--- config.mk ---
export PLATFORM = sky130hd
export DESIGN_NAME = div7_engine_arbiter
export DESIGN_NICKNAME = d
export VERILOG_FILES = /design/src/rtl/div7_engine_arbiter.sv
export SDC_FILE = /design/constraint.sdc
export NUM_CORES = 1
export LEC_CHECK = 0
export CORE_MARGIN = 5
export CORE_UTILIZATION = 30
export CTS_CLUSTER_DIAMETER = 50
export CTS_CLUSTER_SIZE = 10
export DETAILED_ROUTE_END_ITERATION = 10
export PLACE_DENSITY = 0.51
export SETUP_SLACK_MARGIN = 0.5
export SKIP_LAST_GASP = 1
export SLEW_MARGIN = 20
export SYNTH_ARGS = -nofsm -noshare
export SYNTH_HDL_FRONTEND = slang
export SYNTH_SLANG_ARGS = --single-unit
export TNS_END_PERCENT = 30
--- constraint.sdc ---
create_clock -name Clk -period 4.4 [get_ports Clk]
set_clock_uncertainty 0.2 [all_clocks]
set_input_delay 0.66 -clock Clk [delete_from_list [all_inputs] [get_ports Clk]]
set_output_delay 0.66 -clock Clk [all_outputs]
set_load 0.02 [all_outputs]
--- src/rtl/div7_engine_arbiter.sv ---
// div7_engine_arbiter: round-robin sharing of one div-by-7 search engine among NREQ requesters; DIV7_ARB_TIMEOUT_EN adds a WAIT watchdog and Timeout port
module div7_engine_arbiter #(
    parameter int NREQ    = 4,
    parameter int TIMEOUT = 255
) (
    input  logic            Clk,
    input  logic            Reset_n,
    input  logic [NREQ-1:0] Req,
    output logic [NREQ-1:0] Gnt,
    output logic [NREQ-1:0] Done,
    output logic            Found,
    output logic [7:0]      Result,
    output logic            Eng_Start,
    output logic            Eng_Ack,
    input  logic            Eng_Qi,
    input  logic            Eng_Qdf,
    input  logic            Eng_Qdnf,
    input  logic [7:0]      Eng_Max,
`ifdef DIV7_ARB_TIMEOUT_EN
    output logic            Timeout,
`endif
    output logic            Busy
);
    localparam int PW = (NREQ > 1) ? $clog2(NREQ) : 1;
    typedef enum logic [1:0] {IDLE, START, WAIT, ACK} state_t;
    state_t state, state_n;
    logic [PW-1:0] ptr, gidx, pick_idx, j;
    logic [NREQ-1:0] pick;
    logic hit, eng_done, wait_exit;
    int idx;
    assign eng_done = Eng_Qdf | Eng_Qdnf;
`ifdef DIV7_ARB_TIMEOUT_EN
    logic [7:0] wd;
    assign wait_exit = eng_done || (wd == 8'(TIMEOUT - 1));
`else
    assign wait_exit = eng_done;
`endif
    // first pending requester at or above the pointer, wrapping around
    always_comb begin
        pick = '0;
        pick_idx = '0;
        hit = 1'b0;
        idx = 0;
        j = '0;
        for (int i = 0; i < NREQ; i++) begin
            idx = int'(ptr) + i;
            if (idx >= NREQ) idx = idx - NREQ;
            j = PW'(idx);
            if (!hit && Req[j]) begin
                hit = 1'b1;
                pick[j] = 1'b1;
                pick_idx = j;
            end
        end
    end
    // next state and Moore-decoded engine handshake
    always_comb begin
        state_n = state;
        unique case (state)
            IDLE:    state_n = hit ? START : IDLE;
            START:   state_n = Eng_Qi ? START : WAIT;
            WAIT:    state_n = wait_exit ? ACK : WAIT;
            ACK:     state_n = Eng_Qi ? IDLE : ACK;
            default: state_n = IDLE;
        endcase
        Eng_Start = state == START;
        Eng_Ack = state == ACK;
        Busy = state != IDLE;
    end
    // state register
    always_ff @(posedge Clk or negedge Reset_n) begin
        if (!Reset_n) state <= IDLE;
        else state <= state_n;
    end
    // grant/pointer bookkeeping, result capture and the one-cycle Done pulse
    always_ff @(posedge Clk or negedge Reset_n) begin
        if (!Reset_n) begin
            Gnt <= '0;
            gidx <= '0;
            ptr <= '0;
            Done <= '0;
            Found <= 1'b0;
            Result <= 8'd0;
`ifdef DIV7_ARB_TIMEOUT_EN
            wd <= 8'd0;
            Timeout <= 1'b0;
`endif
        end else begin
            Done <= '0;
`ifdef DIV7_ARB_TIMEOUT_EN
            Timeout <= 1'b0;
            if (state == START) wd <= 8'd0;
            if (state == WAIT) wd <= wd + 8'd1;
            if (state == WAIT && wait_exit) Timeout <= !eng_done;
`endif
            if (state == IDLE && hit) begin
                Gnt <= pick;
                gidx <= pick_idx;
            end
            if (state == WAIT && wait_exit) begin
                Found <= Eng_Qdf;
                Result <= Eng_Qdf ? Eng_Max : (eng_done ? 8'd0 : 8'hFF);
                Done <= Gnt;
            end
            if (state == ACK && Eng_Qi) begin
                Gnt <= '0;
                ptr <= (gidx == PW'(NREQ - 1)) ? '0 : gidx + 1'b1;
            end
        end
    end
endmodule

Word-level counts from Yosys, hierarchy flattened
Index checks and enable logic that the tools add are counted.
{"block": "op_classes", "addsub": 8, "n_lt_le_gt_ge": 12, "shift": 0, "reduce_logical": 16, "bitwise": 4, "eq_ne": 4, "mul": 0, "div": 0, "n_mux": 43}
{"cell": "4-bit two-way mux", "n": 7}
{"cell": "2-bit two-way mux", "n": 11}
{"cell": "8-bit two-way mux", "n": 2}
{"cell": "1-bit two-way mux", "n": 14}
{"cell": "2-bit by 3-bit less-than comparator with 1-bit output, second input constant", "n": 4}
{"cell": "4-bit OR", "n": 3}
{"cell": "1-bit logical AND", "n": 10}
{"cell": "3-bit greater-or-equal comparator, second input constant", "n": 3}
{"cell": "1-bit binary-select mux with 2-bit select", "n": 4}
{"cell": "1-bit demux with 2-bit select", "n": 4}
{"cell": "2-bit by 1-bit greater-or-equal comparator with 1-bit output, second input constant", "n": 4}
{"cell": "2-bit one-hot mux with 4 select lines", "n": 1}
{"cell": "2-bit by 1-bit subtractor with 2-bit output, second input constant", "n": 4}
{"cell": "2-bit by 2-bit adder with 3-bit output, second input constant", "n": 2}
{"cell": "2-bit equality test, second input constant", "n": 3}
{"cell": "2-bit nonzero test", "n": 2}
{"cell": "2-bit by 1-bit adder with 3-bit output, second input constant", "n": 1}
{"cell": "2-bit by 3-bit greater-or-equal comparator with 1-bit output, second input constant", "n": 1}
{"cell": "1-bit logical NOT", "n": 3}
{"cell": "2-bit by 1-bit adder with 2-bit output, second input constant", "n": 1}
{"cell": "2-bit by 1-bit equality test with 1-bit output, second input constant", "n": 1}
{"cell": "2-bit logical NOT", "n": 1}
{"cell": "1-bit OR", "n": 1}
{"block": "word_totals", "latchBits": 0, "output_inout_bits": 20, "ram_bits": 0, "elab_cells": 94, "n_memories": 0, "register_bits": 23, "inputBits": 17, "rom_bits": 0}

Longest topological paths before layout
{"block": "depth", "word_depth": 17, "mapped_depth": 9, "ltp_nobuf": 7}

Worst setup path after synthesis
OpenSTA, ideal clock, no wires.
{"block": "synth_timing", "kind": "reg-to-reg", "start": "register ptr[1]", "end": "register gidx[0]", "setup_slack_ns": 1.169, "path_buffers": 2, "stages_incl_launch_ff": 10, "setup_ns": 0.125, "t_required_ns": 4.075, "t_arrival_ns": 2.906, "period_less_slack_ns": 3.231, "path_cell_list": "dfrtp_1 -> buf_1 -> inv_1 -> ha_1 -> buf_2 -> mux4_2 -> or3_4 -> nand2b_4 -> nand2_8 -> mux2_4"}
{"block": "synth_via", "elab_chain_len": 15, "elab_cells_between_ends": 38, "cone_classes": "7 x add/sub; 4 x order compare; 20 x mux; 7 x reduce/logical"}
{"item": "start: declaration", "line_no": "27", "rtl": "logic [PW-1:0] ptr, gidx, pick_idx, j;"}
{"item": "start signal: assignment", "line_no": "107", "rtl": "ptr <= (gidx == PW'(NREQ - 1)) ? '0 : gidx + 1'b1;"}
{"item": "parallel branches: the longest is 15 deep, another holds 2-bit by 1-bit adder with 3-bit output"}
{"item": "end signal: assignment", "line_no": "98", "rtl": "gidx <= pick_idx;"}
{"item": "end: declaration", "line_no": "27"}
Several ways; the timed one is not identified. The select of a mux whose other input is x is not followed.
A chain may end at the register's enable or synchronous reset.

Worst setup path after layout
{"block": "layout_timing", "start": "register ptr[0]", "end": "register gidx[0]"}
Same word-level chain as after synthesis.

==> flow_results.xml <==
<?xml version="1.0" encoding="UTF-8"?>
<metrics>
  <group name="routing">
    <metric name="wl" unit="um">3700</metric>
    <metric name="drt_first_iter_violations" unit="">64</metric>
    <metric name="detailroute.via_count" unit="">1281</metric>
    <metric name="drt-pass1-iter-count" unit="">4</metric>
    <metric name="drt.antenna.violating_nets" unit="">0</metric>
    <metric name="avgViaCountPerCell" unit="">5.00</metric>
    <metric name="post-route-drc-count" unit="">0</metric>
    <metric name="drt-wirelength-per-cell" unit="um">14.4</metric>
  </group>
  <group name="synth">
    <metric name="synth_seq_area_share" unit="">0.368</metric>
    <metric name="ys_seq_elements" unit="">23</metric>
    <metric name="warnings_from_yosys" unit="">0</metric>
    <metric name="avgSynthCellArea" unit="um2">10.1</metric>
    <metric name="yosysUniqueCellTypes" unit="">36</metric>
    <metric name="syn_inst" unit="">154</metric>
    <metric name="synth_edf_count" unit="">0</metric>
    <metric name="synth_fp_nets" unit="">179</metric>
    <metric name="synth_area" unit="um2">1560</metric>
    <metric name="ys_flop_type" unit="">sky130_fd_sc_hd__dfrtp_1</metric>
    <metric name="asyncSetResetFlopFracSynth" unit="">1.00</metric>
  </group>
  <group name="setup_path">
    <metric name="r2r_cells" unit="">8</metric>
    <metric name="cp.required" unit="ns">4.35</metric>
    <metric name="arrival" unit="ns">3.18</metric>
    <metric name="start_kind" unit="">register</metric>
    <metric name="timing.critical_path.slowest_cell_delay" unit="ns">0.58</metric>
    <metric name="worstSetupPathType" unit="">reg -&gt; reg</metric>
    <metric name="critical_path.n_buffers_inverters" unit="">2</metric>
    <metric name="timing.rr.end" unit="">gidx[0]</metric>
    <metric name="worst-path-stages" unit="">8</metric>
    <metric name="critical_path_peak_fanout" unit="">30</metric>
    <metric name="critPathSlowestCell" unit="">sky130_fd_sc_hd__mux4_2</metric>
    <metric name="critical_path.reg2reg.startpoint" unit="">ptr[0]</metric>
    <metric name="worst-r2r-setup-slack" unit="ns">1.17</metric>
    <metric name="critical_path.top_delay_family" unit="">multiplexers</metric>
    <metric name="worstPathCellList" unit="">buf_4 &gt; inv_1 &gt; ha_1 &gt; mux4_2 &gt; or3_4 &gt; nand2b_4 &gt; nand2_8 &gt; mux2_4</metric>
    <metric name="cp-end-kind" unit="">register</metric>
  </group>
  <group name="clock_tree">
    <metric name="ctsHtreeMaxLevel" unit="">1</metric>
    <metric name="clockRootBuffer" unit="">sky130_fd_sc_hd__clkbuf_8</metric>
    <metric name="postCtsHoldBufs" unit="">0</metric>
    <metric name="cts-root-to-sink-buffers" unit="">2</metric>
    <metric name="cts_tree" unit="">done</metric>
    <metric name="cts.repair_timing.setup_buffer_count" unit="">0</metric>
    <metric name="post_cts_resize_count" unit="">0</metric>
    <metric name="cts.clk_slew.worst_paths" unit="ns">0.08</metric>
    <metric name="cts-buffers-inserted" unit="">3</metric>
    <metric name="clock-sinks" unit="">23</metric>
    <metric name="clock_latency" unit="ns">0.26</metric>
  </group>
  <group name="die">
    <metric name="std_cell_rows" unit="">26</metric>
    <metric name="pin_count" unit="">37</metric>
    <metric name="fp.dieH" unit="um">82.2</metric>
    <metric name="dieWidth" unit="um">82.2</metric>
    <metric name="dieArea" unit="um2">6750</metric>
    <metric name="core_area" unit="um2">5070</metric>
    <metric name="starting_density_of_the_core" unit="">0.308</metric>
  </group>
  <group name="place">
    <metric name="weighted_congestion_reported_at_the_end_of_routability_driven_placement" unit="">0.856</metric>
    <metric name="port-buffer-count" unit="">36</metric>
    <metric name="dp_hpwl" unit="um">2800</metric>
  </group>
  <group name="finish">
    <metric name="drive_above_1_share" unit="">0.129</metric>
    <metric name="postLayoutCoreUtil" unit="">0.398</metric>
    <metric name="antennaDiodeCount" unit="">0</metric>
    <metric name="post_layout_net_count" unit="">212</metric>
    <metric name="nFillCells" unit="">509</metric>
    <metric name="areaGrowthSynthToFinish" unit="%">29.4</metric>
  </group>
  <group name="worst_hold_path">
    <metric name="hp-class" unit="">in -&gt; async</metric>
  </group>
  <group name="grt">
    <metric name="grt_pass1_vias" unit="">1327</metric>
    <metric name="global_router_s_overall_resource_usage" unit="">0.119</metric>
    <metric name="overflow" unit="">0</metric>
    <metric name="grt_start_max_net_pins" unit="">31</metric>
    <metric name="antenna_found_initial" unit="">0</metric>
    <metric name="grt_pass1_wl" unit="um">6440</metric>
  </group>
  <group name="timing">
    <metric name="max-slew-margin-rel" unit="">0.653</metric>
    <metric name="setup_viol_count_final" unit="">0</metric>
    <metric name="final.period_utilization" unit="">0.734</metric>
    <metric name="worst-slew-pin-transition" unit="ns">0.521</metric>
    <metric name="setup_tns_final" unit="ns">0</metric>
    <metric name="hold_viol_final" unit="">0</metric>
    <metric name="timing_max_transition_violations_final" unit="">0</metric>
    <metric name="maxClockFrequency" unit="GHz">0.310</metric>
    <metric name="rsz0062_at_grt" unit="">no</metric>
    <metric name="layout_min_cycle_time" unit="ns">3.23</metric>
  </group>
  <group name="power">
    <metric name="pwr_density_cell" unit="nW/um2">727</metric>
    <metric name="leakagePower" unit="uW">0.000880</metric>
    <metric name="vdd_ir_drop_max" unit="uV">236</metric>
  </group>
  <group name="job">
    <metric name="max_capacitance_violation_count" unit="">0</metric>
  </group>
  <group name="status">
    <metric name="run_status" unit="">finished, final reports clean</metric>
  </group>
</metrics>
[metal layers]
layer | up-vias | global-route usage | wire length (um)
met5 | - | 0 | 0
met2 | 38 | 0.204 | 1740
met1 | 612 | 0.154 | 1640
li1 | 625 | - | -
met4 | 0 | 0.0349 | 37
met3 | 6 | 0.0206 | 278
[how the worst max path moves through the flow]
stage          startpoint      end
6_report           ptr[0]  gidx[0]
5_1_grt            ptr[0]  gidx[0]
4_1_cts            ptr[0]  gidx[0]
3_5_place_dp       ptr[0]  gidx[0]
3_3_place_gp       Req[3]  gidx[0]
2_1_floorplan      ptr[1]  gidx[0]
[state kept, by name, summed over array words and instances, names as in the netlist, named ones only]
register,flops
Found,1
Result,8
gidx,2
state,1
Done,4
Gnt,4
ptr,2
[cell usage in the layout (no fill, tap or decap), types with 2 or more instances in the layout]
cell / netlist / layout
sky130_fd_sc_hd__a21oi_1: 5 / 5
sky130_fd_sc_hd__a221oi_1: 5 / 5
sky130_fd_sc_hd__a22o_1: 8 / 8
sky130_fd_sc_hd__a2bb2oi_1: 4 / 4
sky130_fd_sc_hd__a31o_2: 3 / 3
sky130_fd_sc_hd__and2_1: 2 / 2
sky130_fd_sc_hd__buf_4: 0 / 3
sky130_fd_sc_hd__clkbuf_8: 0 / 3
sky130_fd_sc_hd__clkdlybuf4s50_1: 0 / 35
sky130_fd_sc_hd__dfrtp_1: 23 / 23
sky130_fd_sc_hd__ha_1: 8 / 8
sky130_fd_sc_hd__inv_1: 8 / 8
sky130_fd_sc_hd__mux2_2: 6 / 6
sky130_fd_sc_hd__mux2i_1: 14 / 14
sky130_fd_sc_hd__mux4_2: 3 / 3
sky130_fd_sc_hd__nand2_1: 10 / 10
sky130_fd_sc_hd__nand2b_1: 4 / 4
sky130_fd_sc_hd__nand3_1: 3 / 3
sky130_fd_sc_hd__nor2_1: 15 / 15
sky130_fd_sc_hd__nor2b_1: 3 / 3
sky130_fd_sc_hd__nor4_1: 2 / 2
sky130_fd_sc_hd__o22ai_1: 4 / 4
[metrics by stage]
| step | power (uW) | cells | instance area, um2 | hold WS (ns) | worst slack (ns) |
|---|---|---|---|---|---|
| final | 1470 | 256 | 2020 | 0.162 | 1.17 |
| after CTS | 1490 | 256 | 2030 | 0.287 | 1.16 |
| after floorplan | 1060 | 154 | 1560 | 0.164 | 1.17 |
| after global placement | 1330 | 252 | 1980 | 0.275 | 1.26 |
| after global routing | 1600 | 256 | 2020 | 0.203 | 1.00 |
| after detailed placement | 1350 | 252 | 1980 | 0.267 | 1.18 |
[final cells by class]
cell class	instances	area, um2	area share
inverter	8	30.0	0.0149
tap	70	87.6	0.0433
clock inverter	1	5.00	0.00248
timing repair buffer	39	378	0.187
clock buffer	3	41.3	0.0204
sequential	23	576	0.285
multi-input combinational	112	905	0.447
[cells in the mapped netlist (3+ instances only)]
library cell / number / area [um2]
sky130_fd_sc_hd__a21oi_1: 5 / 25.0
sky130_fd_sc_hd__a221oi_1: 5 / 43.8
sky130_fd_sc_hd__a22o_1: 8 / 70.1
sky130_fd_sc_hd__a2bb2oi_1: 4 / 35.0
sky130_fd_sc_hd__a31o_2: 3 / 26.3
sky130_fd_sc_hd__buf_2: 3 / 15.0
sky130_fd_sc_hd__clkbuf_1: 6 / 22.5
sky130_fd_sc_hd__dfrtp_1: 23 / 576
sky130_fd_sc_hd__ha_1: 8 / 100
sky130_fd_sc_hd__inv_1: 8 / 30.0
sky130_fd_sc_hd__mux2_2: 6 / 67.6
sky130_fd_sc_hd__mux2i_1: 14 / 140
sky130_fd_sc_hd__mux4_2: 3 / 67.6
sky130_fd_sc_hd__nand2_1: 10 / 37.5
sky130_fd_sc_hd__nand2b_1: 4 / 25.0
sky130_fd_sc_hd__nand3_1: 3 / 15.0
sky130_fd_sc_hd__nor2_1: 15 / 56.3
sky130_fd_sc_hd__nor2b_1: 3 / 18.8
sky130_fd_sc_hd__o22ai_1: 4 / 25.0
[logic make-up (layout without fill, tap and decap cells)]
group	Yosys count	after routing	synth area share
compound gates	35	35	0.173
xor+xnor	1	1	0.00561
fa+ha+maj	8	8	0.0641
buf+inv	19	51	0.0528
flops	23	23	0.368
mux	24	24	0.186
simple gates	44	44	0.151
[power by group]
part,switching [uW],internal [uW],total [uW]
clock,67.8,63.2,131
combinational,520,473,993
sequential,51.5,295,346
total,639,832,1470
No activity file was read; power rests on OpenSTA's default activity.
==> RTL edit: new RTL, config.mk and constraints unchanged <==
The 4 states of `state_t` get a one-hot encoding in 4 bits.
--- a/src/rtl/div7_engine_arbiter.sv
+++ b/src/rtl/div7_engine_arbiter.sv
@@ -23,5 +23,5 @@
 );
     localparam int PW = (NREQ > 1) ? $clog2(NREQ) : 1;
-    typedef enum logic [1:0] {IDLE, START, WAIT, ACK} state_t;
+    typedef enum logic [3:0] {IDLE = 4'b0001, START = 4'b0010, WAIT = 4'b0100, ACK = 4'b1000} state_t;
     state_t state, state_n;
     logic [PW-1:0] ptr, gidx, pick_idx, j;
Formal check against the unedited RTL: same outputs for any inputs over 10 cycles, from zero or initial values and one cycle with Reset_n low; not proved beyond that.
==> RTL edit against the original RTL <==
  * Sequential cell count rose by 2
  * Setup slack got worse by 150 ps
  * Largest power group unchanged
  * Synthesized area fell by 7.3%
  * Final area fell by 6.4%
  * Routed wire length fell by 13%
  * Combinational power fell by 40%
  * First-iteration DRC count fell by 92%
  * Power fell by 24%
  * Critical endpoint is now state[0]
==> RTL edit: results (changes against the original RTL) <==
status complete, no violations; layout net count 185 (-13%); max incr delay on CP 790 ps (+210 ps); Unique masters post-synth 34 (-5.6%); initial DRC count 5 (-92%); syn_area_per_cell 11.9 um2 (+17%); worst setup path endpoint state[0]; Leakage Power 0.825 nW (-6.3%); first-pass GRT wire length 5420 um (-16%); 1st-pass router iterations 3 (-1); Setup Buffers After CTS 0 (unchanged); R2R cell count 5 (-3); routed len/inst 15.2 um (+5.4%); slew margin rel. 0.429 (-0.224); kind of cell adding the most delay to the critical path compound AO/OA/AOI/OAI gates; worst-path maximum fanout 15 (-50%); DP Worst Slack 968 ps (-210 ps); Power Sequential 0.000372 W (+7.5%); Synth Area in Adders 0.0777 (+0.0137); critical path's slowest cell o41ai_4; total global-route track usage 0.109 (-0.0107); post-synthesis xor/xnor area fraction 0 (-0.00560); Peak VDD IR 0.260 mV (+10%); syn nets 148 (-17%); Seq/Total Area, Yosys 0.433 (+0.0643); vias in the first global route 1066 (-20%); met2 Use GR 0.179 (-0.0241); max FFs per register 8 (unchanged); DP Wirelength 2590 um (-7.5%); Final Non-Filler Cells 212 (-17%); P_comb 0.000600 W (-40%); H-tree Lvls 1 (unchanged); Synth Area in Compound Gates 0.210 (+0.0369); ranking of synthesized cells by area dfrtp_1 41%, ha_1 7.8%, a22o_1 4.8%; arrival time at the worst endpoint 3360 ps (+180 ps); Routability Congestion 0.843 (-1.5%); maximum number of pins on one net before global-route repair 26 (-16%); Hold Path Class primary input to asynchronous set/reset pin; R2R Setup Slk 1020 ps (-150 ps); multiplexer share of the synthesized area 0.0959 (-0.0899); placed cell areas 1840 um2 (-6.9%); Overall Power 0.00111 W (-24%); P_sw 0.000450 W (-30%); Tcrit/Tclk final 0.767 (+0.0335); layout cell share with drive strength beyond 1 0.146 (+0.0165); met1 usage 0.143 (-0.0115); commonest cells in the netlist 24 x dfrtp_1, 11 x nand2_1, 10 x inv_1; Vias per Instance 5.03 (+0.49%); post-layout util 0.403 (+0.00505); M3 GR Usage 0.0260 (+0.00535); filler instances 467 (-8.3%)
RTL edit: layout make-up:
type                            count  share of cell area
Multi-Input combinational cell     82               0.396
Sequential cell                    25               0.331
Inverter                           10              0.0198
Clock inverter                      1             0.00397
Timing Repair Buffer               37               0.192
Tap cell                           54              0.0357
Clock buffer                        3              0.0218
RTL edit: worst min path at each step:
stage	start	endpoint	slack, ps	cells after the start
final	Reset_n	Result[4]	170	1
after global routing	Reset_n	Result[4]	200	1
after CTS	Reset_n	Result[4]	180	1
after detailed placement	Found	Found	270	1
after global placement	Found	Found	260	1
after floorplan	Reset_n	Done[0]	160	0
RTL edit: worst register-to-register path, cell delays in order, from the launching register on:
cell and delay [ps]:
dfrtp_1 700, inv_1 200, ha_1 410, mux4_2 680
o41ai_4 790, nor4b_2 320
RTL edit: per-layer routing:
metal,part of all wire,vias to the layer above
li1,-,524
met1,0.46,518
met2,0.49,22
met3,0.035,2
met4,0.011,0
met5,0,-
